==> config.mk <==
export PLATFORM = sky130hd
export DESIGN_NAME = clk_div
export DESIGN_NICKNAME = d
export VERILOG_FILES = /design/src/rtl/clk_div.sv
export SDC_FILE = /design/constraint.sdc
export NUM_CORES = 1
export LEC_CHECK = 0
export CAP_MARGIN = 10
export CORE_AREA = 2 2 46 56
export DETAILED_ROUTE_END_ITERATION = 10
export DIE_AREA = 0 0 48 58
export PLACE_DENSITY = 0.8
export SETUP_SLACK_MARGIN = 0.2
export SLEW_MARGIN = 20
export SYNTH_ARGS = -nofsm -noshare
export SYNTH_HDL_FRONTEND = slang
export SYNTH_SLANG_ARGS = --single-unit
==> constraint.sdc <==
create_clock -name i_clk_ref -period 3.71 [get_ports i_clk_ref]
set_input_delay 0.9275 -clock i_clk_ref [delete_from_list [all_inputs] [get_ports i_clk_ref]]
set_output_delay 0.9275 -clock i_clk_ref [all_outputs]
set_load 0.005 [all_outputs]
==> src/rtl/clk_div.sv <==
`timescale 1ns/1ps
// Integer clock divider: o_div_clk = i_clk_ref / N, or i_clk_ref itself when
// disabled or N < 2.
module clk_div #(
  parameter int WIDTH = 8
) (
  input  logic             i_clk_ref,
  input  logic             i_rst_n,
  input  logic             i_clk_en,
  input  logic [WIDTH-1:0] i_div_ratio,
  output logic             o_div_clk
);

  typedef enum logic {
    PH_LOW  = 1'b0,
    PH_HIGH = 1'b1
  } phase_t;

  phase_t           r_phase;
  phase_t           w_phaseNext;
  logic [WIDTH-1:0] r_cnt;
  logic [WIDTH-1:0] w_cntNext;
  logic [WIDTH-1:0] w_high;
  logic [WIDTH-1:0] w_low;
  logic             w_divEn;
  logic             w_lowDone;
  logic             w_highDone;

  assign w_divEn = i_clk_en && (i_div_ratio != '0) && (i_div_ratio != WIDTH'(1));
  assign w_high  = i_div_ratio >> 1;
  assign w_low   = i_div_ratio - w_high;

  // >= rather than == so a ratio lowered mid-phase ends the phase on the next edge
  assign w_lowDone  = (r_cnt >= (w_low - WIDTH'(1)));
  assign w_highDone = (r_cnt >= (w_high - WIDTH'(1)));

  always_ff @(posedge i_clk_ref or negedge i_rst_n) begin
    if (!i_rst_n) begin
      r_phase <= PH_LOW;
      r_cnt   <= '0;
    end else begin
      r_phase <= w_phaseNext;
      r_cnt   <= w_cntNext;
    end
  end

  always_comb begin
    w_phaseNext = r_phase;
    w_cntNext   = r_cnt + WIDTH'(1);
    if (!w_divEn) begin
      w_phaseNext = PH_LOW;
      w_cntNext   = '0;
    end else begin
      case (r_phase)
        PH_LOW: begin
          if (w_lowDone) begin
            w_phaseNext = PH_HIGH;
            w_cntNext   = '0;
          end
        end
        PH_HIGH: begin
          if (w_highDone) begin
            w_phaseNext = PH_LOW;
            w_cntNext   = '0;
          end
        end
      endcase
    end
  end

  // Glitches at bypass switchover are tolerated by downstream logic
  assign o_div_clk = w_divEn ? (r_phase == PH_HIGH) : i_clk_ref;

endmodule

After elaboration in Yosys (flattened, before gate mapping) --
Index checks and enable logic that the tools add are counted.
Storage, ports and cells: register bits 9, bits in latches 0, bits in writable memories 0, ROM bits 0, bits of input ports 11, output and inout port bits 1, logic and storage cells 22, memories 0
Cells by class: add/sub/neg operators 4, multipliers 0, div/mod/pow operators 0, magnitude comparators 2, equal/unequal tests 1, shifts and indexed selects 0, muxes and demuxes 9, bitwise operators 1, reductions and logical operators 3
Operators by type and width (count):
- 8-bit 2-to-1 mux | 3
- 8-bit greater-or-equal comparator | 2
- 8-bit one-hot mux with 2 select lines | 1
- 8-bit by 1-bit adder with 8-bit output, second input constant | 1
- 8-bit by 1-bit inequality test with 1-bit output, second input constant | 1
- 8-bit nonzero test | 1
- 7-bit by 1-bit subtractor with 8-bit output, second input constant | 1
- 8-bit by 1-bit subtractor with 8-bit output, second input constant | 1
- 8-bit by 7-bit subtractor with 8-bit output | 1
- 1-bit 2-to-1 mux | 4
- 1-bit logical AND | 2
- 1-bit one-hot mux with 2 select lines | 1
- 1-bit NOT | 1

Depth between registers and ports, before layout --
depth in word-level cells 6, gate-level depth with buffers 14, mapped depth without buffers 14

==> results_dict.tcl <==
set metrics [dict create \
    place_congestion 0.812 \
    timing.critical_path.slowest_cell_delay_ps 480 \
    multi_input_comb_area_um2 1110 \
    cp.required_ps 3980 \
    design_area_um2 1790 \
    dp.final_hpwl_mm 2.49 \
    worst-setup-path-type "in2reg" \
    sequential_standard_cell_area_um2 225 \
    timing_hold_violations_final 0 \
    max-vdd-ir-drop_mv 0.312 \
    critical_path.max_fanout 9 \
    drt.antenna.violating_nets 0 \
    worst_slew_margin_rel_pct 72.2 \
    end_kind "flop" \
    avg_cell_area_syn_um2 8.37 \
    portion_of_the_post_synthesis_area_used_by_sequential_elements_pct 17.4 \
    post_synthesis_register_bit_count 9 \
    num-fill-cells 150 \
    grt-busiest-layer "met2" \
    drt-wirelength-per-cell_um 15.9 \
    layout.nets 243 \
    post_route_cells_drive_above_1_share_pct 30.3 \
    status "completed" \
    synth_largest_type_area_fraction_pct 30.9 \
    initialDrtViolationCount 41 \
    detailedRoute.firstPassIterationCount 4 \
    powerDensity_nw_per_um2 236 \
    timing.critical_path.cells "dlygate4sd2_1, inv_1, ha_2, fa_2, nand2b_1, a21oi_2, o21bai_2, or4b_4, o311ai_2, ha_2, nand2_2, nand3_4, nor2_4, a21oi_2, buf_6, a21oi_1" \
    syn_nets 199 \
    die_height_um 58 \
    timing.clock.skew_ps 6.90 \
    antenna_violations_before_repair 0 \
    netlist.top_cell.by_area "sky130_fd_sc_hd__ha_1" \
    type_of_origin_of_the_critical_path "primary input" \
    timing.critical_path.slowest_stage_cell "sky130_fd_sc_hd__or4b_4" \
    gr-usage-met2_pct 48.4 \
    met1_usage_in_global_routing_pct 30.0 \
    rsz_0062_raised_after_global_routing "yes" \
    groute.layer.met3.usage_pct 9.66 \
    dpl-instance-area_um2 1620 \
    highest_achievable_clock_rate_mhz 288 \
    die_area_um2 2780 \
    globalRoute.totalOverflow 0 \
    cts_tree "done" \
    drt_wl_total_mm 3.63 \
    max-cap-violations 0 \
    clkLatencyLatePin_ps 380 \
    number_of_enable_flip_flop_cells_after_synthesis 0 \
    boundaryPins 12 \
    cts_hold_buffers 0 \
    synth_area_um2 1300 \
    start_util_pct 57.5 \
    yosys_warnings 0 \
    power_leakage_nw 0.889 \
    synthToLayoutAreaGrowth_pct 38.0 \
    clkTransAtPathRegs_ps 50 \
    grt_max_degree 10 \
    timing_worst_slew_pin_value_ps 415 \
    synth_async_reset_ratio_pct 100 \
    die_width_um 48 \
    timing.final.max_slew_violations 0 \
    core-area_um2 2260 \
    yosys_most_used_dff "sky130_fd_sc_hd__dfrtp_1" \
    synth_area_leaders "sky130_fd_sc_hd__ha_1, sky130_fd_sc_hd__dfrtp_1, sky130_fd_sc_hd__xnor2_1, sky130_fd_sc_hd__a21oi_1, sky130_fd_sc_hd__nand2_1" \
    grt_pass1_vias 1366 \
    report.final.setup_viol 0 \
    core.rowCount 19 \
    globalRouteTotalUtil_pct 28.7 \
    drt-vias-per-instance 5.70 \
    setup_ws_ps 234 \
    antenna_cells_inserted 0 \
    timing.final.crit_period_ps 3480 \
    drc 0 \
    pre_cts_slack_ps -354 \
    netlist-cell-type-count 35 \
    post-route-period-util_pct 93.7 \
    grt_pass1_wl_mm 5.55 \
    postSynthCellCount 155 \
    route.vias.total 1306 \
    portBuffers 11 \
    cp.arrival_ps 3750 \
    hold_class "reg2reg" \
]
[sequential cells by signal, indices dropped and copies added (netlist names)]
signal and cells:
r_cnt 8, r_phase 1
[where the power goes]
group	total (mW)	leakage [nW]	internal, mW	switching [mW]
Clock	0.139	0.0378	0.0895	0.0491
Combinational	0.175	0.728	0.0904	0.0843
Sequential	0.109	0.123	0.102	0.00715
Total	0.422	0.889	0.282	0.141
[cell families (layout without fill, tap and decap cells)]
kind of cell / after synthesis / in the layout / share of synthesized area [%]
AOI/OAI and AO/OA: 32 / 32 / 16.0
xor gates and xnor gates: 16 / 16 / 10.8
adders and majority gates: 33 / 33 / 32.4
buffers and inverters: 16 / 59 / 4.72
DFF: 9 / 9 / 17.4
muxes: 1 / 1 / 0.868
and+or+nand+nor: 48 / 48 / 17.8
[through the flow]
step | hold WS (ps) | power (mW) | std cells | TNS [ps] | utilization [%]
2_1_floorplan | 561 | 0.210 | 155 | 0 | -
3_3_place_gp | 621 | 0.274 | 220 | -1600 | 71.8
3_5_place_dp | 623 | 0.282 | 220 | -2940 | 71.8
4_1_cts | 673 | 0.413 | 228 | 0 | 76.3
5_1_grt | 694 | 0.460 | 229 | 0 | 79.3
6_report | 694 | 0.422 | 229 | 0 | 79.3
[cell usage after synthesis, types with 2 or more instances]
master,instances
sky130_fd_sc_hd__o21ai_0,3
sky130_fd_sc_hd__inv_1,15
sky130_fd_sc_hd__o21ai_1,2
sky130_fd_sc_hd__nand2_1,17
sky130_fd_sc_hd__a21oi_1,14
sky130_fd_sc_hd__nand2b_1,2
sky130_fd_sc_hd__a21oi_2,2
sky130_fd_sc_hd__and3_1,2
sky130_fd_sc_hd__nand3_1,9
sky130_fd_sc_hd__xor2_1,2
sky130_fd_sc_hd__nor3_1,2
sky130_fd_sc_hd__ha_1,32
sky130_fd_sc_hd__nor2_1,9
sky130_fd_sc_hd__nor2b_1,2
sky130_fd_sc_hd__xnor2_1,14
sky130_fd_sc_hd__dfrtp_1,9
[worst max-delay path, delay by kind of cell]
| kind | cells | cell delay (ps) |
|---|---|---|
| adders and majority gates | 3 | 910 |
| buffers and inverters | 3 | 440 |
| and+or+nand+nor | 5 | 910 |
| AOI/OAI and AO/OA | 5 | 570 |
[path summary, 6_finish.rpt]
kind	start	endpoint	slack [ps]	cells past startpoint
max	i_div_ratio[1]	r_cnt[7]	230	16
min	r_cnt[7]	r_cnt[7]	690	3
max reg2reg	r_cnt[0]	r_cnt[7]	1780	8
min reg2reg	r_cnt[7]	r_cnt[7]	690	3
max in group asynchronous	i_rst_n	r_cnt[4]	2570	1
min in group asynchronous	i_rst_n	r_cnt[3]	850	1
[cells in the final DEF (no fill, tap or decap), types with 4 or more instances in the layout]
cell type,n
sky130_fd_sc_hd__inv_1,13
sky130_fd_sc_hd__xnor2_1,14
sky130_fd_sc_hd__clkdlybuf4s50_1,6
sky130_fd_sc_hd__ha_2,5
sky130_fd_sc_hd__nor2_1,6
sky130_fd_sc_hd__a21oi_1,12
sky130_fd_sc_hd__nand2_1,16
sky130_fd_sc_hd__buf_4,25
sky130_fd_sc_hd__nand3_1,8
sky130_fd_sc_hd__clkbuf_4,6
sky130_fd_sc_hd__a21oi_2,4
sky130_fd_sc_hd__dfrtp_1,9
sky130_fd_sc_hd__ha_1,26
[final cells by class]
class / instances / share of cell area, %
clock buffer: 8 / 3.35
timing repair buffer: 36 / 16.8
multi-input combinational: 130 / 61.9
inverter: 15 / 3.14
sequential: 9 / 12.6
tap: 31 / 2.17
[routing by layer]
metal | vias to the layer above | share of wire [%]
li1 | 630 | -
met1 | 606 | 38
met2 | 49 | 54
met3 | 21 | 4.0
met4 | 0 | 4.3
met5 | - | 0
[repair_timing]
action                                  in CTS  in global routing
resized for setup                           17                 17
setup buffers                                1                  1
endpoints found under the setup margin      10                 10
pin swaps                                    7                  5
Note: power is estimated with default switching activity, not from simulation.
